[config.mk]
export PLATFORM = sky130hd
export DESIGN_NAME = fifo_rd_ctrl
export DESIGN_NICKNAME = d
export VERILOG_FILES = /design/src/rtl/fifo_pkg.sv /design/src/rtl/fifo_out_buf.sv /design/src/rtl/fifo_rd_ctrl.sv
export SDC_FILE = /design/constraint.sdc
export NUM_CORES = 1
export LEC_CHECK = 0
export ABC_CLOCK_PERIOD_IN_PS = 3700
export BUFFER_PORTS_ARGS = -buffer_cell sky130_fd_sc_hd__buf_2
export CORE_MARGIN = 10
export CORE_UTILIZATION = 30
export DETAILED_ROUTE_END_ITERATION = 10
export PLACE_DENSITY_LB_ADDON = 0.2
export SKIP_LAST_GASP = 1
export SLEW_MARGIN = 5
export SYNTH_ARGS = -nofsm -noshare
export SYNTH_HDL_FRONTEND = slang
export SYNTH_HIERARCHICAL = 1
export SYNTH_SLANG_ARGS = --single-unit
export TNS_END_PERCENT = 20
[constraint.sdc]
create_clock -name clk -period 3.7 [get_ports clk]
set_input_delay 0.74 -clock clk [delete_from_list [all_inputs] [get_ports clk]]
set_output_delay 0.74 -clock clk [all_outputs]
set_load 0.01 [all_outputs]
[src/rtl/fifo_pkg.sv]
// Shared definitions for both sides of the 8-entry dual-port byte FIFO.
// Contents:
//   FIFO_DEPTH / FIFO_DATA_W / FIFO_ADDR_W - default geometry
//   bin2gray / gray2bin                    - pointer code conversions
// The conversions work on 32-bit vectors so that any pointer width up to
// 32 bits can use them. Callers zero-extend the pointer on the way in and
// truncate the result on the way out.
package fifo_pkg;

    localparam int FIFO_DEPTH  = 8;
    localparam int FIFO_DATA_W = 8;
    localparam int FIFO_ADDR_W = $clog2(FIFO_DEPTH);

    function automatic logic [31:0] bin2gray(input logic [31:0] b);
        return b ^ (b >> 1);
    endfunction

    // Each binary bit is the XOR of every Gray bit at or above it.
    // Zero upper bits leave the low bits unaffected.
    function automatic logic [31:0] gray2bin(input logic [31:0] g);
        logic [31:0] b;
        b[31] = g[31];
        for (int i = 30; i >= 0; i--) begin
            b[i] = b[i+1] ^ g[i];
        end
        return b;
    endfunction

endpackage

[src/rtl/fifo_out_buf.sv]
// Two-entry output buffer that absorbs the one-cycle memory read latency.
// Ports:
//   clk, rst_n  - clock, asynchronous active-low reset
//   push        - write data_in at the tail (one cycle after a memory read)
//   data_in     - memory read data
//   buf_cnt     - number of held entries (0..2)
//   m_valid_o   - registered stream valid (buffer not empty)
//   m_data_o    - registered stream data (buffer head)
//   m_ready_i   - downstream ready
// The controller guarantees that push never happens while two entries are
// held without a simultaneous pop.
module fifo_out_buf #(
    parameter int DATA_W = 8
) (
    input  logic              clk,
    input  logic              rst_n,
    input  logic              push,
    input  logic [DATA_W-1:0] data_in,
    output logic [1:0]        buf_cnt,
    output logic              m_valid_o,
    output logic [DATA_W-1:0] m_data_o,
    input  logic              m_ready_i
);

    logic [DATA_W-1:0] entry_reg [2];
    logic              rd_idx_reg, wr_idx_reg;
    logic [1:0]        cnt_reg, cnt_next;
    logic              rd_idx_next;
    logic              pop;
    logic [DATA_W-1:0] head_next;

    assign pop     = m_valid_o & m_ready_i;
    assign buf_cnt = cnt_reg;

    always_comb begin
        cnt_next    = cnt_reg + {1'b0, push} - {1'b0, pop};
        rd_idx_next = rd_idx_reg ^ pop;
        // The entry that becomes the head may be the one being written in
        // this same cycle, so bypass the incoming data in that case.
        if (push && (wr_idx_reg == rd_idx_next)) begin
            head_next = data_in;
        end else begin
            head_next = entry_reg[rd_idx_next];
        end
        // Keep the last value on the bus once the buffer runs dry.
        if (cnt_next == 2'd0) begin
            head_next = m_data_o;
        end
    end

    always_ff @(posedge clk) begin
        if (push) begin
            entry_reg[wr_idx_reg] <= data_in;
        end
    end

    always_ff @(posedge clk or negedge rst_n) begin
        if (!rst_n) begin
            rd_idx_reg <= 1'b0;
            wr_idx_reg <= 1'b0;
            cnt_reg    <= 2'd0;
            m_valid_o  <= 1'b0;
            m_data_o   <= '0;
        end else begin
            rd_idx_reg <= rd_idx_next;
            wr_idx_reg <= wr_idx_reg ^ push;
            cnt_reg    <= cnt_next;
            m_valid_o  <= (cnt_next != 2'd0);
            m_data_o   <= head_next;
        end
    end

endmodule

[src/rtl/fifo_rd_ctrl.sv]
// Read-side controller of the dual-port byte FIFO.
// Compares the local binary read pointer against the synchronised Gray write
// pointer, issues memory reads, and streams the data out through a 2-entry
// buffer at up to one byte per cycle.
// Ports:
//   clk, rst_n      - read clock, asynchronous active-low reset
//   wr_ptr_gray_i   - synchronised Gray write pointer (ADDR_W+1 bits)
//   mem_rd_en_o     - memory read strobe
//   mem_rd_addr_o   - memory read address (low bits of the read pointer)
//   mem_data_i      - memory read data, valid the cycle after the strobe
//   rd_ptr_gray_o   - registered Gray read pointer for the write domain
//   m_valid_o / m_data_o / m_ready_i - output stream
//   empty_o         - no unread entries
//   level_o         - unread memory entries
//   overflow_err_o  - sticky: level exceeded DEPTH
module fifo_rd_ctrl
    import fifo_pkg::*;
#(
    parameter int DEPTH  = FIFO_DEPTH,
    parameter int DATA_W = FIFO_DATA_W,
    parameter int ADDR_W = $clog2(DEPTH)
) (
    input  logic              clk,
    input  logic              rst_n,
    input  logic [ADDR_W:0]   wr_ptr_gray_i,
    output logic              mem_rd_en_o,
    output logic [ADDR_W-1:0] mem_rd_addr_o,
    input  logic [DATA_W-1:0] mem_data_i,
    output logic [ADDR_W:0]   rd_ptr_gray_o,
    output logic              m_valid_o,
    output logic [DATA_W-1:0] m_data_o,
    input  logic              m_ready_i,
    output logic              empty_o,
    output logic [ADDR_W:0]   level_o,
    output logic              overflow_err_o
);

    localparam int PTR_W = ADDR_W + 1;
    localparam logic [PTR_W-1:0] DEPTH_LIM = PTR_W'(DEPTH);

    logic [PTR_W-1:0] rd_bin_reg, rd_bin_next;
    logic [PTR_W-1:0] rd_gray_reg;
    logic [PTR_W-1:0] wr_bin;
    logic             inflight_reg;
    logic             overflow_reg;
    logic [1:0]       buf_cnt;
    logic [2:0]       occupancy;
    logic             over_now;
    logic             pop;
    logic             rd_en;

    assign wr_bin      = PTR_W'(gray2bin(32'(wr_ptr_gray_i)));
    assign level_o     = wr_bin - rd_bin_reg;
    assign empty_o     = (level_o == '0);
    assign over_now    = (level_o > DEPTH_LIM);
    assign pop         = m_valid_o & m_ready_i;
    assign rd_bin_next = rd_bin_reg + 1'b1;

    // Entries held or on their way (buffered plus in flight from memory)
    // must leave room for the new read after this cycle's pop.
    assign occupancy = {1'b0, buf_cnt} + {2'b00, inflight_reg};
    assign rd_en     = rst_n & ~empty_o & ~over_now
                     & (occupancy < (3'd2 + {2'b00, pop}));

    assign mem_rd_en_o    = rd_en;
    assign mem_rd_addr_o  = rd_bin_reg[ADDR_W-1:0];
    assign rd_ptr_gray_o  = rd_gray_reg;
    assign overflow_err_o = overflow_reg;

    always_ff @(posedge clk or negedge rst_n) begin
        if (!rst_n) begin
            rd_bin_reg   <= '0;
            rd_gray_reg  <= '0;
            inflight_reg <= 1'b0;
            overflow_reg <= 1'b0;
        end else begin
            if (rd_en) begin
                rd_bin_reg  <= rd_bin_next;
                rd_gray_reg <= PTR_W'(bin2gray(32'(rd_bin_next)));
            end
            // Cleared by reset, so a read returning after reset is dropped.
            inflight_reg <= rd_en;
            overflow_reg <= overflow_reg | over_now;
        end
    end

    fifo_out_buf #(
        .DATA_W (DATA_W)
    ) u_out_buf (
        .clk       (clk),
        .rst_n     (rst_n),
        .push      (inflight_reg),
        .data_in   (mem_data_i),
        .buf_cnt   (buf_cnt),
        .m_valid_o (m_valid_o),
        .m_data_o  (m_data_o),
        .m_ready_i (m_ready_i)
    );

endmodule

==> results.toml, run 1 <==
[die]
die_h_um = 99.6
row_count = 28
die_area_sq_um = 9930
num_io_pins = 38
core_sq_um = 6030
start_util_pct = 31.6
die_x_um = 99.6

[power_and_ir_drop]
netSwitchingPower_uw = 962
p_leak_uw = 0.00107
pwr-share-comb_pct = 55.9
switching_share_pct = 40.3
power.density_nw_per_um2 = 1010
seq_power_share_pct = 30.0
p_int_uw = 1430
clkPwrFrac_pct = 14.2
ir_worst_vdd_mv = 0.491

[setup_path]
worstPathMaxFanout = 2
cp-end-kind = "output port"
worstSetupPathType = "input port to output port"
arrival_ns = 2.91
start_kind = "input port"
cp.required_ns = 2.96

[global_routing]
grt-ovfl-total = 0
grt_max_degree = 23
grt_use_total_pct = 8.97
grt_pass1_vias = 1353
antenna_found_initial = 0
grt_pass1_wl_um = 6960

[sta]
fmax_mhz = 274
rsz0062_at_grt = "yes"
setup_viol = 0
maxSlewViolCount = 0
fin_crit_sh_pct = 98.7
hold_ws_ns = 0.454
period_minus_slack_ns = 3.65
hold_viol = 0
skew_ns = 0.00593
finalWorstSetupSlack_ns = 0.0478
tightest_slew_ns = 0.645
slew_headroom_pct = 56.9

[synth]
netlist_area_sq_um = 1900
yosysWarnings = 6
ys_seq_elements = 38
syn_nets = 173
syn_inst = 147
synth.distinct_cells = 33
ys_seq_area_share_pct = 54.2
synth.avg_cell_area_sq_um = 12.9

[detailed_routing]
drtIter0Drc = 44
drc = 0
firstDrtPassIters = 4
wl_um = 4290
wire_per_inst_um = 15.8
vias = 1273
top_layer = "met4"
route.antenna.remaining_nets = 0
via_per_inst = 4.68
met3_length_um = 258
route.met2.wl_um = 2010
wl_met1_um = 1940

[final_layout]
areaGrowthSynthToFinish_pct = 24.3
nets = 222
largest_reg_flops = 16
utilization_pct = 39.3
layout-drive-gt1-share_pct = 35.5
layout_commonest_cell = "buf_2"
layout_common_cells = "36 x buf_2, 22 x dfrtp_1, 16 x edfxtp_1, 12 x nand2_1"
antenna_cells = 0

[clocking]
cts.hold.buffers_added = 0
cts_inserted_buffers = 5
clock_path_buffers = 2
htreeDepth = 2
clk_pin_slew_ns = 0.07
tritoncts = "yes"
root_buffer = "clkbuf_8"
clock_latency_ns = 0.29
cts.sink_count = 38

[run_status]
status = "completed"

[worst_hold_path]
hold_class = "input port to asynchronous set/reset pin"

[placement]
dp_hpwl_um = 3050
pre_cts_slack_ns = -0.0758
place.gp.congestion = 0.667
io_buffers = 37

[run]
maxCapViolCount = 0
==> cell type report <==
class | instances | area (sq um)
clock buffers | 6 | 72.6
fillers | 616 | 3660
well taps | 75 | 93.8
flip-flops and latches | 38 | 1030
clock inverters | 2 | 33.8
repair buffers | 45 | 251
multi-input cells | 94 | 838
inverters | 12 | 45.0
==> cell families (layout without fill, tap and decap cells) <==
group,Yosys count,count (layout),synth area share (%)
buffers and inverters,15,65,3.09
XOR/XNOR,20,20,12.0
multiplexers,5,5,3.75
flip-flops,38,38,54.2
AO/OA/AOI/OAI,20,20,8.68
adder cells (fa/ha/maj),11,11,7.63
AND/OR/NAND/NOR,38,38,10.7
==> critical path, stage by stage <==
cell and delay, ns:
buf_2 0.11, xor2_2 0.19, xnor2_2 0.16, xor2_1 0.17, ha_2 0.19, fa_2 0.34
xor2_1 0.22, nand3_2 0.11, xnor3_2 0.44, nand2_4 0.09, inv_2 0.04, buf_6 0.11
==> power groups by stage <==
| stage | registers [uW] | logic (uW) | clock network, uW |
|---|---|---|---|
| 4_1_cts | 719 | 1310 | 357 |
| 6_report | 716 | 1330 | 338 |
| 5_1_grt | 742 | 1500 | 370 |
| 3_3_place_gp | 724 | 1290 | 0 |
| 2_1_floorplan | 740 | 896 | 0 |
| 3_5_place_dp | 727 | 1310 | 0 |
==> Yosys cell counts, drive strengths merged <==
cell	count	area, sq um
xor2	6	67.6
a21o	1	7.51
nand3b	1	7.51
nor2	2	10.0
nand3	2	10.0
o31ai	8	60.1
dfrtp	22	551
xnor3	1	23.8
edfxtp	16	480
and2	1	6.26
clkbuf	1	3.75
ha	10	125
xnor2	12	113
buf	2	10.0
fa	1	20.0
clkinv	1	3.75
nand2	13	56.3
nand4	1	6.26
and3	8	50.1
inv	11	41.3
a221oi	8	70.1
a21bo	1	10.0
o21ai	1	5.00
nor3	8	40.0
xor3	1	23.8
and3b	2	17.5
mux2	5	71.3
a211oi	1	12.5
==> per-layer routing <==
layer / vias to the layer above / GRT usage (%)
met3: 6 / 3.60
li1: 629 / -
met2: 23 / 14.0
met5: - / 0
met4: 0 / 3.97
met1: 615 / 10.6
==> worst paths after layout <==
| check | start | end | slack [ns] | depth (start not counted) |
|---|---|---|---|---|
| worst min-delay path | rst_n | u_out_buf/m_data_o[6]$_DFFE_PN0P_ | 0.45 | 2 |
| min in group clk | overflow_err_o$_DFF_PN0_ | overflow_err_o$_DFF_PN0_ | 0.46 | 1 |
| max in group asynchronous | rst_n | u_out_buf/m_valid_o$_DFF_PN0_ | 3.01 | 2 |
| worst max-delay path | wr_ptr_gray_i[2] | mem_rd_en_o | 0.05 | 12 |
| worst max register to register | inflight_reg$_DFF_PN0_ | u_out_buf/m_data_o[0]$_DFFE_PN0P_ | 0.98 | 7 |
| worst min register to register | overflow_err_o$_DFF_PN0_ | overflow_err_o$_DFF_PN0_ | 0.46 | 1 |
==> timing repair <==
item                       in CTS  in global routing
resized for setup               2                  5
setup endpoints to repair       1                  2
buffers inserted                0                  2
pin swaps                       1                  8
hold endpoints to repair        0                  0
==> per-stage QoR <==
stage                     power (uW)  instance area (sq um)  setup TNS (ns)  std cells
after floorplan                 1640                   1900               0        147
after global placement          2020                   2210               0        262
after detailed placement        2030                   2210         -0.0758        262
after CTS                       2390                   2330               0        270
after global routing            2610                   2370         -0.0380        272
final                           2390                   2370               0        272
(Power assumes the default switching activity.)
==> inputs of run 2 (changes only) <==
REMOVE_ABC_BUFFERS = 1   (was default)
==> results.toml, run 2 (synthesis gave the netlist of run 1 again) <==
[sta]
finalWorstSetupSlack_ns = 0.137
hold_ws_ns = 0.455
fmax_mhz = 281
slew_headroom_pct = 54.1
maxSlewViolCount = 0
skew_ns = 0.00194
tightest_slew_ns = 0.688
period_minus_slack_ns = 3.56
timing.setup.tns_ns = 0
fin_crit_sh_pct = 96.3
setup_viol = 0
hold_viol = 0
rsz0062_at_grt = "yes"

[power_and_ir_drop]
pwr-share-comb_pct = 58.5
power_uw = 2390
p_int_uw = 1400
ir_worst_vdd_mv = 0.544
clkPwrFrac_pct = 11.6
switching_share_pct = 41.4
p_leak_uw = 0.00107
seq_power_share_pct = 29.9
netSwitchingPower_uw = 990
power.density_nw_per_um2 = 1010

[clocking]
clk_pin_slew_ns = 0.07
tritoncts = "yes"
cts.sink_count = 38
root_buffer = "clkbuf_8"
cts_inserted_buffers = 5
clock_path_buffers = 2
clock_latency_ns = 0.29
htreeDepth = 2

[global_routing]
grt_use_total_pct = 9.10
grt_pass1_wl_um = 7090
antenna_found_initial = 0
grt_pass1_vias = 1320
grt_max_degree = 23
grt-ovfl-total = 0

[run_status]
status = "completed"

[setup_path]
crit_top_cell = "xor2_2"
arrival_ns = 2.82
crit_cells = 12
worstPathMaxFanout = 2
crit_end = "mem_rd_en_o"
worstPathCellList = "buf_2 > xor2_2 > xnor2_2 > xor2_1 > ha_2 > fa_2 > xor2_2 > nand3_2 > xnor3_2 > nand2_4 > inv_2 > buf_6"
r2r_end = "u_out_buf/m_data_o[0]$_DFFE_PN0P_"
r2r_slack_ns = 0.93
max_stage_delay_ns = 0.44
start_kind = "input port"
r2r_start = "inflight_reg$_DFF_PN0_"
cp_top_family = "XOR/XNOR gates"
cp.required_ns = 2.96
slowest_stage = "xnor3_2"
cp-end-kind = "output port"
critPathBufInv = 3
worstSetupPathType = "input port to output port"
startpoint = "wr_ptr_gray_i[2]"
ff2ff_path_depth = 7

[placement]
dp_hpwl_um = 3130
place.gp.congestion = 0.791
io_buffers = 37
pre_cts_slack_ns = -0.0203

[final_layout]
layout_commonest_cell = "buf_2"
antenna_cells = 0
utilization_pct = 39.4
areaGrowthSynthToFinish_pct = 24.8
nets = 225
largest_reg_flops = 16
layout-drive-gt1-share_pct = 37.5
layout_common_cells = "36 x buf_2, 22 x dfrtp_1, 16 x edfxtp_1, 12 x nand2_1, 11 x buf_4"

[die]
row_count = 28
core_sq_um = 6030
die_area_sq_um = 9930
start_util_pct = 31.6
num_io_pins = 38
die_x_um = 99.6
die_h_um = 99.6

[run]
maxCapViolCount = 0

[detailed_routing]
wl_met1_um = 2120
via_per_inst = 4.65
drtIter0Drc = 55
route.antenna.remaining_nets = 0
top_layer = "met4"
firstDrtPassIters = 4
drc = 0
wire_per_inst_um = 16.1
route.met2.wl_um = 2000
vias = 1278
wl_um = 4440
met3_length_um = 300

[worst_hold_path]
hold_class = "register to register"
[run 2: changes by cell type in the layout (fill, tap and decap cells not counted), sizes merged]
cell / previous run / this run
bufinv: 1 / 0
clkinvlp: 0 / 1
clkbuf: 6 / 5
clkinv: 2 / 3
buf: 45 / 48
[run 2: worst min-delay path by stage]
stage                                        start                           endpoint  slack, ns  cells after the start
after detailed placement  overflow_err_o$_DFF_PN0_           overflow_err_o$_DFF_PN0_       0.45                      1
final                     overflow_err_o$_DFF_PN0_           overflow_err_o$_DFF_PN0_       0.46                      1
after global routing                         rst_n  u_out_buf/m_data_o[5]$_DFFE_PN0P_       0.49                      2
after floorplan                              rst_n             inflight_reg$_DFF_PN0_       0.44                      0
after CTS                 overflow_err_o$_DFF_PN0_           overflow_err_o$_DFF_PN0_       0.47                      1
after global placement    overflow_err_o$_DFF_PN0_           overflow_err_o$_DFF_PN0_       0.44                      1
[run 2: what timing repair did]
| action | CTS | global route |
|---|---|---|
| pin swaps | 1 | 7 |
| gates resized for setup | 2 | 6 |
| setup buffers | 0 | 2 |
| hold buffers | 0 | 0 |
| endpoints found under the setup margin | 1 | 2 |
[run 2: layout make-up]
cell class	instances	area (sq um)
clock inverters	3	16.3
clock buffers	5	68.8
well taps	75	93.8
flip-flops and latches	38	1030
repair buffers	48	274
multi-input cells	94	846
fillers	599	3650
inverters	12	45.0
[run 2: layer usage]
metal,vias to the layer above,GRT usage [%]
li1,630,-
met1,606,11.8
met2,40,13.5
met3,2,4.01
met4,0,2.32
met5,-,0
[run 2: power groups by stage]
stage	Combinational (uW)	Sequential (uW)	Clock [uW]
after global placement	1350	723	0
after CTS	1370	718	290
after floorplan	877	745	0
after global routing	1560	739	309
after detailed placement	1360	727	0
final	1400	715	277
[run 2: through the flow]
stage	std cells	cell area, sq um
floorplan	144	1890
global placement	265	2240
detailed placement	265	2240
CTS	273	2340
global route	275	2370
finish	275	2370
==> inputs of run 3 (changes only) <==
PLACE_DENSITY = 0.46   (was default)
PLACE_DENSITY_LB_ADDON = default   (was 0.2)
==> results.toml, run 3 (synthesis gave the netlist of run 1 again) <==
[sta]
finalWorstSetupSlack_ns = 0.0897
maxSlewViolCount = 0
fmax_mhz = 277
skew_ns = 0.00716
hold_viol = 0
slew_headroom_pct = 53.0
fin_crit_sh_pct = 97.6
hold_ws_ns = 0.455
rsz0062_at_grt = "yes"
period_minus_slack_ns = 3.61
tightest_slew_ns = 0.704
setup_viol = 0

[clocking]
clk_pin_slew_ns = 0.08
root_buffer = "clkbuf_8"
cts_inserted_buffers = 5
tritoncts = "yes"
clock_path_buffers = 2
clock_latency_ns = 0.28
cts.hold.buffers_added = 0
cts.sink_count = 38
htreeDepth = 2

[power_and_ir_drop]
power.density_nw_per_um2 = 986
ir_worst_vdd_mv = 0.410
power_uw = 2340
p_leak_uw = 0.00107

[die]
start_util_pct = 31.6
row_count = 28
die_area_sq_um = 9930
die_x_um = 99.6
die_h_um = 99.6
num_io_pins = 38
core_sq_um = 6030

[setup_path]
cp.required_ns = 2.96
r2r_slack_ns = 0.85
arrival_ns = 2.87
cp-end-kind = "output port"
r2r_end = "u_out_buf/m_data_o[4]$_DFFE_PN0P_"
r2r_start = "inflight_reg$_DFF_PN0_"
worstPathMaxFanout = 2
ff2ff_path_depth = 7
worstSetupPathType = "input port to output port"
start_kind = "input port"

[final_layout]
areaGrowthSynthToFinish_pct = 24.5
largest_reg_flops = 16
fillCellCount = 590
layout_commonest_cell = "buf_2"
layout_common_cells = "34 x buf_2, 22 x dfrtp_1, 16 x edfxtp_1, 12 x nand2_1"
nets = 222
antenna_cells = 0
seq_area_sq_um = 1030
layout-drive-gt1-share_pct = 36.0
multiInputGateArea_sq_um = 850

[detailed_routing]
wl_um = 4460
vias = 1306
route.antenna.remaining_nets = 0
firstDrtPassIters = 5
wire_per_inst_um = 16.4
via_per_inst = 4.80
drc = 0
drtIter0Drc = 27

[global_routing]
grt_pass1_vias = 1440
grt-ovfl-total = 0
grt_use_total_pct = 9.03
grt_max_degree = 23
grt_pass1_wl_um = 7200
antenna_found_initial = 0

[placement]
io_buffers = 37
pre_cts_slack_ns = -0.0849
dp_hpwl_um = 3290
place.gp.congestion = 0.779

[run]
maxCapViolCount = 0

[worst_hold_path]
hold_class = "input port to asynchronous set/reset pin"

[run_status]
status = "completed"
## run 3: cell types whose count changed in the layout (fill, tap and decap cells not counted), sizes merged
cell / before / now
buf: 48 / 45
clkbuf: 5 / 6
clkinvlp: 1 / 0
## run 3: timing repair
item	in CTS	in global routing
gates resized for setup	2	12
setup buffers	0	3
setup endpoints to repair	1	1
gates cloned	0	0
pin swaps	1	8
## run 3: report_power, final
group	switching [uW]	total, uW	leakage (uW)	internal [uW]
Clock	139	270	0.0000450	131
Combinational	708	1350	0.000616	640
Sequential	125	719	0.000406	595
## run 3: per-layer routing
| layer | vias up | wire [um] | GRT usage, % |
|---|---|---|---|
| met2 | 37 | 2190 | 15.9 |
| met1 | 636 | 2000 | 9.93 |
| li1 | 624 | - | - |
| met4 | 0 | 69 | 2.87 |
| met3 | 9 | 209 | 3.04 |
| met5 | - | 0 | 0 |
## run 3: how the worst max path moves through the flow
stage                      from           to  slack (ns)  depth (start not counted)
3_3_place_gp   wr_ptr_gray_i[3]  mem_rd_en_o        0.03                         12
3_5_place_dp   wr_ptr_gray_i[3]  mem_rd_en_o       -0.08                         12
6_report       wr_ptr_gray_i[2]  mem_rd_en_o        0.09                         11
4_1_cts        wr_ptr_gray_i[3]  mem_rd_en_o        0.02                         12
5_1_grt        wr_ptr_gray_i[2]  mem_rd_en_o       -0.02                         11
2_1_floorplan  wr_ptr_gray_i[3]  mem_rd_en_o        0.07                         10
## run 3: through the flow
| step | TNS (ns) | instances | util, % | instance area (sq um) |
|---|---|---|---|---|
| finish | 0 | 272 | 39.3 | 2370 |
| global route | -0.0184 | 272 | 39.3 | 2370 |
| CTS | 0 | 269 | 38.2 | 2300 |
| detailed placement | -0.0849 | 261 | 36.6 | 2210 |
| global placement | 0 | 261 | 36.6 | 2210 |
| floorplan | 0 | 144 | - | 1890 |
## run 3: layout make-up
type	count	area share [%]
Sequential cell	38	43.5
Multi-Input combinational cell	94	35.9
Timing Repair Buffer	45	11.3
Tap cell	75	3.96
Clock buffer	6	3.06
Inverter	12	1.90
Clock inverter	2	0.422
## run 3: critical path: stages
cell     delay (ns)
buf_8          0.10
xor2_4         0.18
xnor2_2        0.20
xor2_1         0.18
ha_2           0.22
fa_2           0.46
nand3_2        0.10
xnor3_2        0.45
nand2_4        0.08
inv_2          0.04
buf_6          0.11
